<file path="src/rtl/byte_class_tracker.sv">
// Byte classifier with a 2-entry valid/ready output FIFO and saturating
// per-class event counters selectable onto cnt_val.
module byte_class_tracker #(
   parameter int CNT_W = 8
) (
   input  logic             clk,
   input  logic             rst_n,
   input  logic             in_valid,
   input  logic [7:0]       in_data,
   output logic             in_ready,
   output logic             out_valid,
   input  logic             out_ready,
   output logic [7:0]       out_data,
   output logic [1:0]       out_ucls,
   output logic [1:0]       out_pcls,
   input  logic             clr,
   input  logic [1:0]       cnt_sel,
   output logic [CNT_W-1:0] cnt_val
);

   // Handshake: a transfer happens on a rising edge where valid and ready are
   // both 1; in_ready depends only on FIFO occupancy, never on out_ready.
   typedef struct packed {
      logic [7:0] data;
      logic [1:0] ucls;
      logic [1:0] pcls;
   } entry_t;

   entry_t           head_q, tail_q, in_entry;
   logic [1:0]       count_q;
   logic             push, pop;
   logic [CNT_W-1:0] cnt_q [4];

   always_comb begin
      in_entry      = '0;
      in_entry.data = in_data;
      if (in_data == 8'd0 || in_data == 8'd1)
         in_entry.ucls = 2'd0;
      else if (in_data == 8'd2)
         in_entry.ucls = 2'd1;
      else if (in_data == 8'd4)
         in_entry.ucls = 2'd2;
      else
         in_entry.ucls = 2'd3;
      if (in_data[2:1] == 2'b00)
         in_entry.pcls = 2'd0;
      else if (!in_data[2])
         in_entry.pcls = 2'd1;
      else
         in_entry.pcls = 2'd2;
   end

   assign in_ready  = (count_q != 2'd2);
   assign out_valid = (count_q != 2'd0);
   assign push      = in_valid && in_ready;
   assign pop       = out_valid && out_ready;

   assign out_data  = out_valid ? head_q.data : 8'd0;
   assign out_ucls  = out_valid ? head_q.ucls : 2'd0;
   assign out_pcls  = out_valid ? head_q.pcls : 2'd0;
   assign cnt_val   = cnt_q[cnt_sel];

   // Push and pop together only happen at occupancy 1 (push needs room, pop
   // needs data), so the new entry simply replaces the head.
   always_ff @(posedge clk or negedge rst_n) begin
      if (!rst_n) begin
         head_q  <= '0;
         tail_q  <= '0;
         count_q <= 2'd0;
      end else begin
         unique case ({push, pop})
            2'b10: begin
               if (count_q == 2'd0)
                  head_q <= in_entry;
               else
                  tail_q <= in_entry;
               count_q <= count_q + 2'd1;
            end
            2'b01: begin
               head_q  <= tail_q;
               count_q <= count_q - 2'd1;
            end
            2'b11: head_q <= in_entry;
            default: ;
         endcase
      end
   end

   always_ff @(posedge clk or negedge rst_n) begin
      if (!rst_n) begin
         for (int i = 0; i < 4; i++) cnt_q[i] <= '0;
      end else if (clr) begin
         for (int i = 0; i < 4; i++) cnt_q[i] <= '0;
      end else if (push) begin
         for (int i = 0; i < 4; i++)
            if (in_entry.ucls == 2'(i) && cnt_q[i] != {CNT_W{1'b1}})
               cnt_q[i] <= cnt_q[i] + 1'b1;
      end
   end

endmodule

</file>
<file path="config.mk">
export PLATFORM = sky130hd
export DESIGN_NAME = byte_class_tracker
export DESIGN_NICKNAME = d
export VERILOG_FILES = /design/src/rtl/byte_class_tracker.sv
export SDC_FILE = /design/constraint.sdc
export NUM_CORES = 1
export LEC_CHECK = 0
export ABC_AREA = 0
export ABC_CLOCK_PERIOD_IN_PS = 3800
export CORE_UTILIZATION = 50
export CTS_BUF_LIST = sky130_fd_sc_hd__clkbuf_8
export CTS_CLUSTER_DIAMETER = 200
export DETAILED_ROUTE_END_ITERATION = 6
export GPL_TIMING_DRIVEN = 0
export PLACE_DENSITY = 0.72
export REMOVE_ABC_BUFFERS = 1
export SYNTH_ARGS = -nofsm -noshare
export SYNTH_HDL_FRONTEND = slang
export SYNTH_SLANG_ARGS = --single-unit
</file>
<file path="constraint.sdc">
create_clock -name clk -period 3.8 [get_ports clk]
set_clock_uncertainty 0.05 [all_clocks]
set_input_delay 0.38 -clock clk [delete_from_list [all_inputs] [get_ports clk]]
set_output_delay 0.38 -clock clk [all_outputs]
set_load 0.05 [all_outputs]
</file>
# --- Word-level counts from Yosys, hierarchy flattened ---
# Index checks and enable logic that the tools add are counted.
totals:
  input_bits: 15
  ff_bits: 58
classes:
  n_bitwise: 2
  add_sub_neg: 6
  order_cmp: 1
  reduce_logical: 25
  n_mux: 20
  eq_ne: 15
op_table:
  columns: ["op", "n"]
  rows:
  - ["32-bit two-way mux", 2]
  - ["8-bit two-way mux", 7]
  - ["12-bit one-hot mux with 3 select lines", 1]
  - ["8-bit by 1-bit adder with 8-bit output, second input constant", 4]
  - ["8-bit != test, second input constant", 4]
  - ["8-bit binary-select mux with 2-bit select", 1]
  - ["2-bit nonzero test", 7]
  - ["12-bit two-way mux", 1]
  - ["2-bit two-way mux", 6]
  - ["2-bit AND reduction", 6]
  - ["2-bit equality test, second input constant", 4]
  - ["8-bit by 1-bit equality test with 1-bit output, second input constant", 1]
  - ["8-bit by 2-bit equality test with 1-bit output, second input constant", 1]
  - ["8-bit by 3-bit equality test with 1-bit output, second input constant", 1]
  - ["8-bit zero test", 1]
  - ["1-bit logical AND", 6]
  - ["2-bit zero test", 3]
  - ["2-bit by 1-bit equality test with 1-bit output, second input constant", 2]
  - ["2-bit != test, second input constant", 2]
  - ["2-bit one-hot mux with 2 select lines", 1]
  - ["3-bit >= comparator, second input constant", 1]
  - ["2-bit NOT with 3-bit output", 1]
  - ["3-bit nonzero test", 1]
  - ["2-bit by 1-bit adder with 2-bit output, second input constant", 1]
  - ["other kinds (4)", 4]

# --- Depth between registers and ports, before layout ---
depth:
  depth_word: 9
  ltp_mapped: 9
  ltp_nobuf: 8

# --- Worst setup path before layout ---
# OpenSTA, ideal clock, no wires.
synth_path:
  kind: "register to output"
  start: "register count_q[0]"
  end: "output out_data[1]"
  n_path_buf: 2
  arrival_time_ns: 1.809
  slack_ns: 1.561
  path_stages_with_launch: 5
  path_cell_list: "dfrtp_1 > or2_2 > clkbuf_1 > clkbuf_1 > and2_1"
synth_via:
  elab_chain_cells: 2
synth_rtl:
  columns: ["item", "line_no", "rtl"]
  rows:
  - ["start: declaration", "30", "logic [1:0] count_q;"]
  - ["start signal: assignment", "77", "count_q <= count_q + 2'd1;"]
  - ["start signal: assignment", "81", "count_q <= count_q - 2'd1;"]
  - ["2-bit nonzero test", "54", "assign out_valid = (count_q != 2'd0);"]
  - ["net out_valid", "11", "output logic out_valid,"]
  - ["8-bit two-way mux", "58", "assign out_data = out_valid ? head_q.data : 8'd0;"]
  - ["end: declaration", "13", "output logic [7:0] out_data,"]
# The timed path passes the listed nets, and every way through them passes these cells.

# --- Final worst setup path ---
layout_path:
  start: "input cnt_sel[0]"
  end: "output cnt_val[5]"
layout_via:
  elab_chain_cells: 4
layout_rtl:
  columns: ["item", "line_no", "rtl"]
  rows:
  - ["start: declaration", "17", "input logic [1:0] cnt_sel,"]
  - ["2-bit NOT with 3-bit output (not written as such)", "61", "assign cnt_val = cnt_q[cnt_sel];"]
  - ["8-bit binary-select mux with 2-bit select", "61", null]
  - ["8-bit two-way mux (not written as such) (2 in a row)", "61", null]
  - ["end: declaration", "18", "output logic [CNT_W-1:0] cnt_val"]
# Every way passes these cells. The select of a mux whose other input is x is not followed.

==> impl_metrics.env <==
export IMPL_outcome="complete, no violations"
export IMPL_hold_violations=0
export IMPL_synth_most_common_cell="dfrtp_1"
export IMPL_clockBufferDepth=2
export IMPL_crit_arrival_ns=2.47
export IMPL_postSynthAreaPerCell_um2=10.1
export IMPL_yosys_top_cells_area="dfrtp_1 46%, mux4_2 5.7%, xnor2_1 5.2%, nand2_1 3.5%, mux2i_1 3.5%"
export IMPL_tritoncts="yes"
export IMPL_final_antenna_net_count=0
export IMPL_timing_critical_path_cells="clkdlybuf4s50_1 > mux4_2 > clkdlybuf4s50_1"
export IMPL_ys_top_cells_by_count="58 x dfrtp_1, 30 x nand2_1, 29 x nor2_1"
export IMPL_fmax_mhz=345
export IMPL_yosysSeqAreaShare_pct=45.7
export IMPL_setup_violations_final=0
export IMPL_fin_setup_tns_ns=0
export IMPL_die_w_um=81.7
export IMPL_die_h_um=81.7
export IMPL_netlist_area_um2=3180
export IMPL_area_delta_synth_final_pct=17.5
export IMPL_cts_sinks=58
export IMPL_cap_violations=0
export IMPL_grt_overflow=0
export IMPL_cpMostUsedCell="clkdlybuf4s50_1"
export IMPL_drt_iter0_markers=192
export IMPL_drt_first_pass_iters=4
export IMPL_finalNetCount=367
export IMPL_crit_required_ns=3.37
export IMPL_synth_seq_cells=58
export IMPL_dpl_cell_area_um2=3570
export IMPL_routed_wl_mm=6.44
export IMPL_dieArea_um2=6670
export IMPL_synth_edf_count=0
export IMPL_clockPowerShare_pct=21.1
export IMPL_gr_usage_all_layers_pct=22.1
export IMPL_post_cts_buffers=0
export IMPL_yosysUniqueCellTypes=42
export IMPL_slew_headroom_pct=23.8
export IMPL_fillCellCount=535
export IMPL_vias=2404
export IMPL_final_util_pct=61.9
export IMPL_ys_flop_type="dfrtp_1"
export IMPL_drive_gt1_share_pct=10.6
export IMPL_post_synth_top_area_fraction_pct=45.7
export IMPL_p_seq_share_pct=37.3
export IMPL_cts_htree_levels=3
export IMPL_cts_hold_repair_buffers=0
export IMPL_crit_path_end_kind="output port"
export IMPL_finalCritPeriodShare_pct=76.2
export IMPL_cts_resized=0
export IMPL_yosysWarnings=0
export IMPL_cp_slowest_stage_delay_ns=0.78
export IMPL_critical_path_class="input port to output port"
export IMPL_hold_ws_ns=0.00876
export IMPL_port_buffer_count=36
export IMPL_cts_clk_slew_worst_paths_ns=0.06
export IMPL_tightest_slew_ns=1.14
export IMPL_drc=0
export IMPL_insertion_delay_ns=0.33
export IMPL_grt_max_degree=33
export IMPL_async_reset_ff_share_pct=100
export IMPL_fin_crit_ns=2.90
export IMPL_internal_power_uw=1360
export IMPL_vias_per_cell=5.68
export IMPL_io_pins=37
export IMPL_leakage_uw=0.00154
export IMPL_clock_root_buffer="clkbuf_8"
export IMPL_rows=28
export IMPL_synth_top_area_cell="dfrtp_1"
export IMPL_final_area_um2=3730
export IMPL_wl_per_cell_um=15.2
export IMPL_antenna_found_initial=0
export IMPL_netlist_instances=315
export IMPL_diodes=0
export IMPL_switching_share_pct=39.4
export IMPL_grt_pass1_wl_mm=10.7
export IMPL_slew_viol_final=0
export IMPL_routabilityCongestion=0.826
export IMPL_first_global_vias=2243
export IMPL_cp_slowest_cell="clkdlybuf4s50_1"
export IMPL_numCtsBuffers=9
export IMPL_powerDensity_nw_per_um2=603
export IMPL_initial_core_util_pct=52.7
export IMPL_hpwl_mm=4.56
export IMPL_core_um2=6030
export IMPL_p_comb_share_pct=41.5
export IMPL_peakVddDrop_mv=0.573
export IMPL_hold_path_class="input port to async pin"
export IMPL_rsz0062_at_grt="no"
export IMPL_start_kind="input port"
export IMPL_path_max_fanout=8
export IMPL_p_sw_uw=886
==> placed cells by master (no fill, tap or decap), types with 3 or more instances in the layout <==
cell	instances
dfrtp_1	58
clkdlybuf4s50_1	35
nand2_1	30
nor2_1	29
o21ai_0	19
xnor2_1	19
nand3_1	15
and2_1	13
a21oi_1	11
mux2i_1	11
nor4_1	11
clkbuf_8	11
inv_1	8
mux4_2	8
nor2b_1	7
mux2_2	7
ha_1	6
nor3_1	5
and3_1	5
o31ai_1	4
xor2_1	4
nand4_1	3
nand2b_1	3
or4_1	3
or3_1	3
nor4b_1	3
==> final timing paths <==
kind / start / to / slack [ns] / cells after the start
hold reg to reg: head_q[0]$_DFFE_PN0P_ / head_q[0]$_DFFE_PN0P_ / 0.42 / 2
hold / removal: rst_n / tail_q[9]$_DFFE_PN0P_ / 0.009 / 1
max in group asynchronous: rst_n / cnt_q[24]$_DFFE_PN0P_ / 3.11 / 2
setup / recovery: cnt_sel[0] / cnt_val[5] / 0.90 / 3
min in group clk: head_q[0]$_DFFE_PN0P_ / head_q[0]$_DFFE_PN0P_ / 0.42 / 2
setup reg to reg: count_q[0]$_DFFE_PN0P_ / count_q[1]$_DFFE_PN0P_ / 1.51 / 7
==> through the flow <==
step | total power, uW | setup WS [ns] | instances
final | 2250 | 0.905 | 423
after floorplan | 1490 | 1.72 | 298
after CTS | 2280 | 0.901 | 423
after global routing | 2390 | 0.827 | 423
after global placement | 1760 | 0.461 | 409
after detailed placement | 1790 | 0.906 | 410
==> routing by layer <==
layer | up-vias | GRT usage, % | wire (um)
met5 | - | 0 | 0
li1 | 1171 | - | -
met4 | 0 | 9.65 | 101
met2 | 48 | 33.4 | 3040
met3 | 8 | 4.67 | 316
met1 | 1177 | 30.5 | 2980
==> final cells by class <==
class | count | area, um^2 | share of cell area (%)
inverters | 6 | 22.5 | 0.603
flip-flops and latches | 58 | 1450 | 38.9
multi-input cells | 234 | 1630 | 43.7
clock inverters | 2 | 7.51 | 0.201
clock buffers | 11 | 151 | 4.06
well taps | 75 | 93.8 | 2.51
repair buffers | 37 | 375 | 10.1
==> flip-flops by register name, indices dropped and copies added, names as in the netlist <==
name and cells:
cnt_q 32, count_q 2, head_q 12, tail_q 12
==> cells by family (layout without fill, tap and decap cells) <==
logic type / count (synthesis) / in the layout / share of synthesized area (%)
buf+inv: 23 / 56 / 2.95
simple gates: 140 / 140 / 24.0
xor+xnor: 23 / 23 / 6.34
mux: 26 / 26 / 11.6
fa+ha+maj: 6 / 6 / 2.36
flops: 58 / 58 / 45.7
compound gates: 39 / 39 / 7.01
==> critical path, delay by kind of cell <==
family / cells / cell delay [ns]
buffers and inverters: 2 / 1.49
muxes: 1 / 0.59
==> power by group through the flow <==
| stage | clock network [uW] | registers (uW) | logic [uW] |
|---|---|---|---|
| finish | 475 | 840 | 934 |
| global route | 516 | 862 | 1010 |
| CTS | 488 | 842 | 947 |
| detailed placement | 0 | 852 | 939 |
| global placement | 0 | 843 | 921 |
| floorplan | 0 | 829 | 657 |
Power figures use the tool's default switching activity.
